### config.mk
export PLATFORM = sky130hd
export DESIGN_NAME = lock_top_module
export DESIGN_NICKNAME = d
export VERILOG_FILES = /design/src/rtl/lock_top_module.sv
export SDC_FILE = /design/constraint.sdc
export NUM_CORES = 1
export LEC_CHECK = 0
export CAP_MARGIN = 20
export CORE_ASPECT_RATIO = 1.5
export CORE_MARGIN = 1.5
export CORE_UTILIZATION = 35
export CTS_CLUSTER_DIAMETER = 30
export DETAILED_ROUTE_END_ITERATION = 7
export SYNTH_ARGS = -nofsm -noshare
export SYNTH_HDL_FRONTEND = slang
export SYNTH_SLANG_ARGS = --single-unit
### constraint.sdc
create_clock -name clk -period 4.61 [get_ports clk]
set_clock_uncertainty 0.2 [all_clocks]
set_input_delay 0.922 -clock clk [delete_from_list [all_inputs] [get_ports clk]]
set_output_delay 0.922 -clock clk [all_outputs]
set_load 0.05 [all_outputs]
### src/rtl/lock_top_module.sv
// ----------------------------------------------------------------------------
// lock_top_module
//   Six-digit combination checker for the lock subsystem. One BCD digit is
//   sampled on every rising clock edge while entry is enabled.
//
//   The display behaves as follows:
//     - Each correct digit is echoed on the 7-segment display.
//     - A wrong digit shows "E".
//     - Reaching MAX_ERR errors shows "F".
//     - Completing the code shows "S" (no errors) or "P" (one or more errors
//       below MAX_ERR).
//
//   Once a verdict is reached, the block stays in that verdict until reset.
//
// Ports
//   clk       in   1  system clock, rising edge
//   reset     in   1  asynchronous active-low reset
//   insere    in   1  1 = hold (digits ignored), 0 = sample entrada each edge
//   entrada   in   4  BCD digit under test (10..15 never match)
//   display1  out  7  registered 7-seg pattern, active-high, {g,f,e,d,c,b,a}
//   led       out  1  registered, 1 only after full success
// ----------------------------------------------------------------------------
module lock_top_module #(
    parameter logic [3:0]  CODE0   = 4'd5,
    parameter logic [3:0]  CODE1   = 4'd9,
    parameter logic [3:0]  CODE2   = 4'd0,
    parameter logic [3:0]  CODE3   = 4'd0,
    parameter logic [3:0]  CODE4   = 4'd6,
    parameter logic [3:0]  CODE5   = 4'd0,
    parameter int unsigned MAX_ERR = 2
) (
    input  logic       clk,
    input  logic       reset,
    input  logic       insere,
    input  logic [3:0] entrada,
    output logic [6:0] display1,
    output logic       led
);

    typedef enum logic [1:0] {
        ST_ENTRY = 2'd0,
        ST_OK    = 2'd1,
        ST_PART  = 2'd2,
        ST_FAIL  = 2'd3
    } state_t;

    localparam logic [1:0] MAX_ERR_L = 2'(MAX_ERR);
    localparam logic [2:0] LAST_POS  = 3'd5;

    localparam logic [6:0] SEG_DASH = 7'h40;
    localparam logic [6:0] SEG_E    = 7'h79;
    localparam logic [6:0] SEG_F    = 7'h71;
    localparam logic [6:0] SEG_S    = 7'h6D;
    localparam logic [6:0] SEG_P    = 7'h73;

    // Expected digit for a given position.
    // Positions 6 and 7 are unreachable in ENTRY.
    function automatic logic [3:0] code_at(input logic [2:0] p);
        logic [3:0] c;
        case (p)
            3'd0:    c = CODE0;
            3'd1:    c = CODE1;
            3'd2:    c = CODE2;
            3'd3:    c = CODE3;
            3'd4:    c = CODE4;
            3'd5:    c = CODE5;
            default: c = CODE5;
        endcase
        return c;
    endfunction

    // BCD to 7-segment; only called for digits that matched the code.
    function automatic logic [6:0] seg(input logic [3:0] d);
        logic [6:0] s;
        case (d)
            4'd0:    s = 7'h3F;
            4'd1:    s = 7'h06;
            4'd2:    s = 7'h5B;
            4'd3:    s = 7'h4F;
            4'd4:    s = 7'h66;
            4'd5:    s = 7'h6D;
            4'd6:    s = 7'h7D;
            4'd7:    s = 7'h07;
            4'd8:    s = 7'h7F;
            4'd9:    s = 7'h6F;
            default: s = SEG_E;
        endcase
        return s;
    endfunction

    state_t     state_q, state_d;
    logic [2:0] pos_q,   pos_d;
    logic [1:0] err_q,   err_d;
    logic [6:0] disp_q,  disp_d;
    logic       led_q,   led_d;
    logic [1:0] err_inc_s;

    assign err_inc_s = err_q + 2'd1;

    // Next-state and next-output computation for the entry sequence.
    always_comb begin
        state_d = state_q;
        pos_d   = pos_q;
        err_d   = err_q;
        disp_d  = disp_q;
        led_d   = led_q;
        case (state_q)
            ST_ENTRY: begin
                if (!insere) begin
                    if (entrada == code_at(pos_q)) begin
                        if (pos_q == LAST_POS) begin
                            // The verdict replaces the echo of the last digit.
                            if (err_q == 2'd0) begin
                                state_d = ST_OK;
                                disp_d  = SEG_S;
                                led_d   = 1'b1;
                            end else begin
                                state_d = ST_PART;
                                disp_d  = SEG_P;
                                led_d   = 1'b0;
                            end
                        end else begin
                            pos_d  = pos_q + 3'd1;
                            disp_d = seg(entrada);
                        end
                    end else begin
                        // A wrong digit retries the same position.
                        err_d = err_inc_s;
                        if (err_inc_s >= MAX_ERR_L) begin
                            // The error that hits the limit shows "F" directly.
                            state_d = ST_FAIL;
                            disp_d  = SEG_F;
                            led_d   = 1'b0;
                        end else begin
                            disp_d = SEG_E;
                        end
                    end
                end else begin
                    state_d = state_q;
                end
            end
            ST_OK, ST_PART, ST_FAIL: begin
                state_d = state_q;
            end
            default: begin
                state_d = ST_FAIL;
                disp_d  = SEG_F;
                led_d   = 1'b0;
            end
        endcase
    end

    // State and registered outputs; asynchronous active-low reset.
    always_ff @(posedge clk or negedge reset) begin
        if (!reset) begin
            state_q <= ST_ENTRY;
            pos_q   <= 3'd0;
            err_q   <= 2'd0;
            disp_q  <= SEG_DASH;
            led_q   <= 1'b0;
        end else begin
            state_q <= state_d;
            pos_q   <= pos_d;
            err_q   <= err_d;
            disp_q  <= disp_d;
            led_q   <= led_d;
        end
    end

    assign display1 = disp_q;
    assign led      = led_q;

endmodule

After elaboration in Yosys (flattened, before gate mapping). Memory sizes are Yosys's and may differ from the RTL's. Index checks and enable logic that the tools add are counted.

Bits of input ports: 7. Memories: 1. Memory bits (writable): 0. Memory bits (read-only): 112. Register bits after elaboration: 15. Logic and storage cells: 51. Bits in latches: 0. Output and inout port bits: 8.

Multiply operators: 0. Multiplexer cells: 17. Shifts and indexed selects: 0. Order comparisons: 1. Eq/ne operators: 11. Add/subtract/negate cells: 2. Divide/modulo/power cells: 0. Bitwise gates (word level): 4. Reductions and logical operators: 10.

Memories: (name not given) (words 16, bits a word 7, rd ports 1, clocked after memory_dff 0, write ports 0, line 75) `case (d)`.

Operators by type and width (number): $mux 7 (2); $mux 2 (6); $mux 4 (3); $pmux 4 s3 (1); $reduce_and 4->1 (3); $eq 3x3->1 const B (2); $ne 3x3->1 const B (2); $mux 5 (1); $eq 2x2->1 const B (2); $eq 4x4->1 (1); $logic_not 2->1 (2); $mux 1 (4); $not 1->1 (4); $add 3x1->3 const B (1); $eq 3x1->1 const B (1); $logic_not 3->1 (1); $reduce_and 3->1 (1); $reduce_or 3->1 (1); $add 2x1->2 const B (1); $eq 2x1->1 const B (1); $ge 2x2->1 const B (1); $ne 2x1->1 const B (1); $ne 2x2->1 const B (1); $reduce_and 2->1 (1); $reduce_bool 2->1 (1).

Logic depth before layout (Yosys ltp).
Word-level depth: 8. Mapped depth: 6. Depth with buffers taken out: 6.

Worst setup path before layout. Ideal clock, no wire load.

Path type: input -> register. Start point: in entrada[3]. End point: reg pos_q[1]. Slack: 2161 ps. Buffers on the path: 0. Data required time: 4285 ps. Setup time: 125 ps. Stages: 4. Arrival: 2124 ps. Cells stage by stage: or3b_4 -> a32oi_4 -> nand4_2 -> mux2_4.

Word-level cells in the longest chain between the ends: 2.

RTL lines: start, declared (line 35) `input logic [3:0] entrada,`; $eq 4x4->1 (line 110) `if (entrada == code_at(pos_q)) begin`; $reduce_and 4->1 (no line); end signal, assigned (line 163) `pos_q <= pos_d;`; end, declared (line 92) `logic [2:0] pos_q, pos_d;`.

Every way passes these cells. A chain may end at the register's enable or synchronous reset.

Final worst setup path. Same ends and word-level chain as after synthesis.

==> impl_metrics.yaml <==
sta:
  fin_crit_sh_pct: 64.4
  hold_viol_final: 0
  fin_ws_ps: 1640
  slew_violations: 0
  fin_setup_tns_ps: 0
  worst_pin_slew_ps: 964
  grt_setup_unrepaired: "false"
  period_needed_ps: 2970
  slew_headroom_pct: 35.2
  timing.fmax_mhz: 337
  finalSetupViolations: 0
floorplan:
  die_w_um: 47.6
  coreArea_sq_mm: 0.00288
  die_y_um: 69.9
  ioPinCount: 15
  num_rows: 24
  die_area_sq_mm: 0.00332
  start_util_pct: 36.2
cells_and_area:
  area_delta_synth_final_pct: 20.9
  multiInputGateArea_sq_um: 621
  n_fill_cell: 307
  fin_nets: 140
  final_util_pct: 43.8
  final_cells: 160
  diodes: 0
  stdcell_area_sq_mm: 0.00126
  drive_above_1_share_pct: 7.44
  seqCellArea_sq_um: 377
grt:
  antenna_found_initial: 0
  grt_usage_pct: 15.8
  grt_pass1_vias: 818
  grt_max_degree: 16
  grt_overflow: 0
  grt_first_pass_wirelength_um: 3910
synth:
  netlist_instances: 107
  yosysUniqueCellTypes: 41
  yosys_warnings: 0
  yosys.area.top_type_share_pct: 33.6
  ys_seq_area_share_pct: 36.1
  synth.area.top_cells: "dfrtp_1 (34%), ha_1 (13%), a21oi_1 (2.9%), inv_1 (2.9%), a32oi_4 (2.6%)"
  synth_ff_type: "dfrtp_1"
  synth_common_cells: "dfrtp_1 (14), ha_1 (11), inv_1 (8), nand2_1 (7)"
  syn_area_sq_mm: 0.00104
  async_flop_share_pct: 100
  yosysMostFrequentCell: "dfrtp_1"
  yosysTopAreaCell: "dfrtp_1"
  synth_seq_cells: 15
  syn_area_per_cell_sq_um: 9.75
  synth_nets: 125
  synth_edf_count: 0
run_status:
  status: "complete, no violations"
placed_design:
  hpwl_um: 1720
  place_ws_ps: 1380
  gp_congestion: 0.812
  placed_area_sq_mm: 0.00122
  place_inst: 156
  port_buffers: 14
setup_path:
  cp_top_family: "simple AND/OR/NAND/NOR gates"
  crit_required_ps: 4540
  slowest_delay_ps: 580
  worstSetupStartpointType: "input port"
  cp-end-kind: "register"
  r2r_cells: 6
  crit_chain: "clkdlybuf4s50_1, or3b_4, a32oi_4, nand4_2, mux2_4"
  crit_buf_inv: 1
  crit_fanout: 11
  arrival_ps: 2900
  crit_slowest_cell: "clkdlybuf4s50_1"
  critPathKind: "in2reg"
  path_depth: 5
clocking:
  cts.sinks: 15
  cts_buffers: 3
  htree_num_levels: 1
  clk_pin_slew_ps: 60
  cts_setup_buffers: 0
  clk_path_buf_depth: 2
  clk_latency_ps: 250
  cts_tree: "built"
  cts_resized: 0
  ctsHoldBuffers: 0
  cts-root-buf: "clkbuf_8"
pwr:
  ir_worst_vdd_v: 0.000179
  powerDensity_mw_per_mm2: 480
  p_leak_nw: 0.519
drt:
  wl_per_cell_um: 13.9
  avgViaCountPerCell: 5.19
  drt_first_iter_violations: 23
  routed_wl_um: 2220
  first_pass_iters: 4
  num_vias: 830
  drc_errors: 0
  antenna_left: 0
job:
  max_cap_violations: 0
hold_path:
  min_path_cells: 2
  hold_class: "reg2reg"
==> sequential cells by signal, indices dropped and copies added (netlist names) <==
register,cells
state_q,2
display1,7
pos_q,3
err_q,2
led,1
==> through the flow <==
step,total power [W],hold slack (ps)
after floorplan,0.000415,265
after global placement,0.000499,266
after detailed placement,0.000504,284
after CTS,0.000610,297
after global routing,0.000650,326
final,0.000606,294
==> worst reg2reg max path, cell delays in order, from the launching register on <==
cell	delay [ps]
dfrtp_1	380
inv_1	90
ha_1	280
or3b_4	420
a32oi_4	350
nand4_2	190
mux2_4	370
==> cell type report <==
cell class / count / area share, %
multi-input cells: 80 / 49.2
well taps: 39 / 3.87
repair buffers: 14 / 11.1
inverters: 8 / 2.38
clock buffers: 4 / 3.57
flip-flops and latches: 15 / 29.9
==> per-layer routing <==
metal	share of wire, %	GRT usage (%)
met1	43	20.6
met3	2.3	1.55
met2	52	24.6
met5	0	0
met4	2.3	8.11
==> placed cells by master, fill, tap and decap left out, types with 2 or more instances in the layout <==
cell / count
a221o_1: 2
xnor2_1: 3
nand3_1: 3
clkbuf_8: 3
o22ai_1: 2
nand2_1: 7
o31a_1: 2
nor2_1: 6
nor2b_1: 3
a21oi_1: 6
o21ai_0: 3
ha_1: 11
clkdlybuf4s50_1: 14
nor4_1: 2
inv_1: 8
dfrtp_1: 14
nor3_1: 4
nand2b_1: 3
o311a_1: 2
==> final timing paths <==
| check | from | to | slack [ps] |
|---|---|---|---|
| max | entrada[3] | pos_q[1] | 1640 |
| max in group asynchronous | reset | led | 2920 |
| min reg2reg | display1[2] | display1[2] | 290 |
| min in group asynchronous | reset | display1[4] | 870 |
| min | display1[2] | display1[2] | 290 |
| max reg2reg | pos_q[1] | pos_q[1] | 2210 |
==> cells by family after synthesis <==
kind of cell | share of synthesized area (%)
XOR/XNOR | 2.52
flip-flops | 36.1
AO/OA/AOI/OAI | 23.4
multiplexers | 3.48
adder cells (fa/ha/maj) | 13.2
buffers and inverters | 4.44
AND/OR/NAND/NOR | 16.9
==> power by group <==
group          total (W)  internal [W]  switching [W]
registers       0.000197      0.000174      0.0000239
logic           0.000303      0.000115       0.000188
clock network   0.000105     0.0000612      0.0000436
total           0.000606      0.000350       0.000256
(Power assumes the default switching activity.)
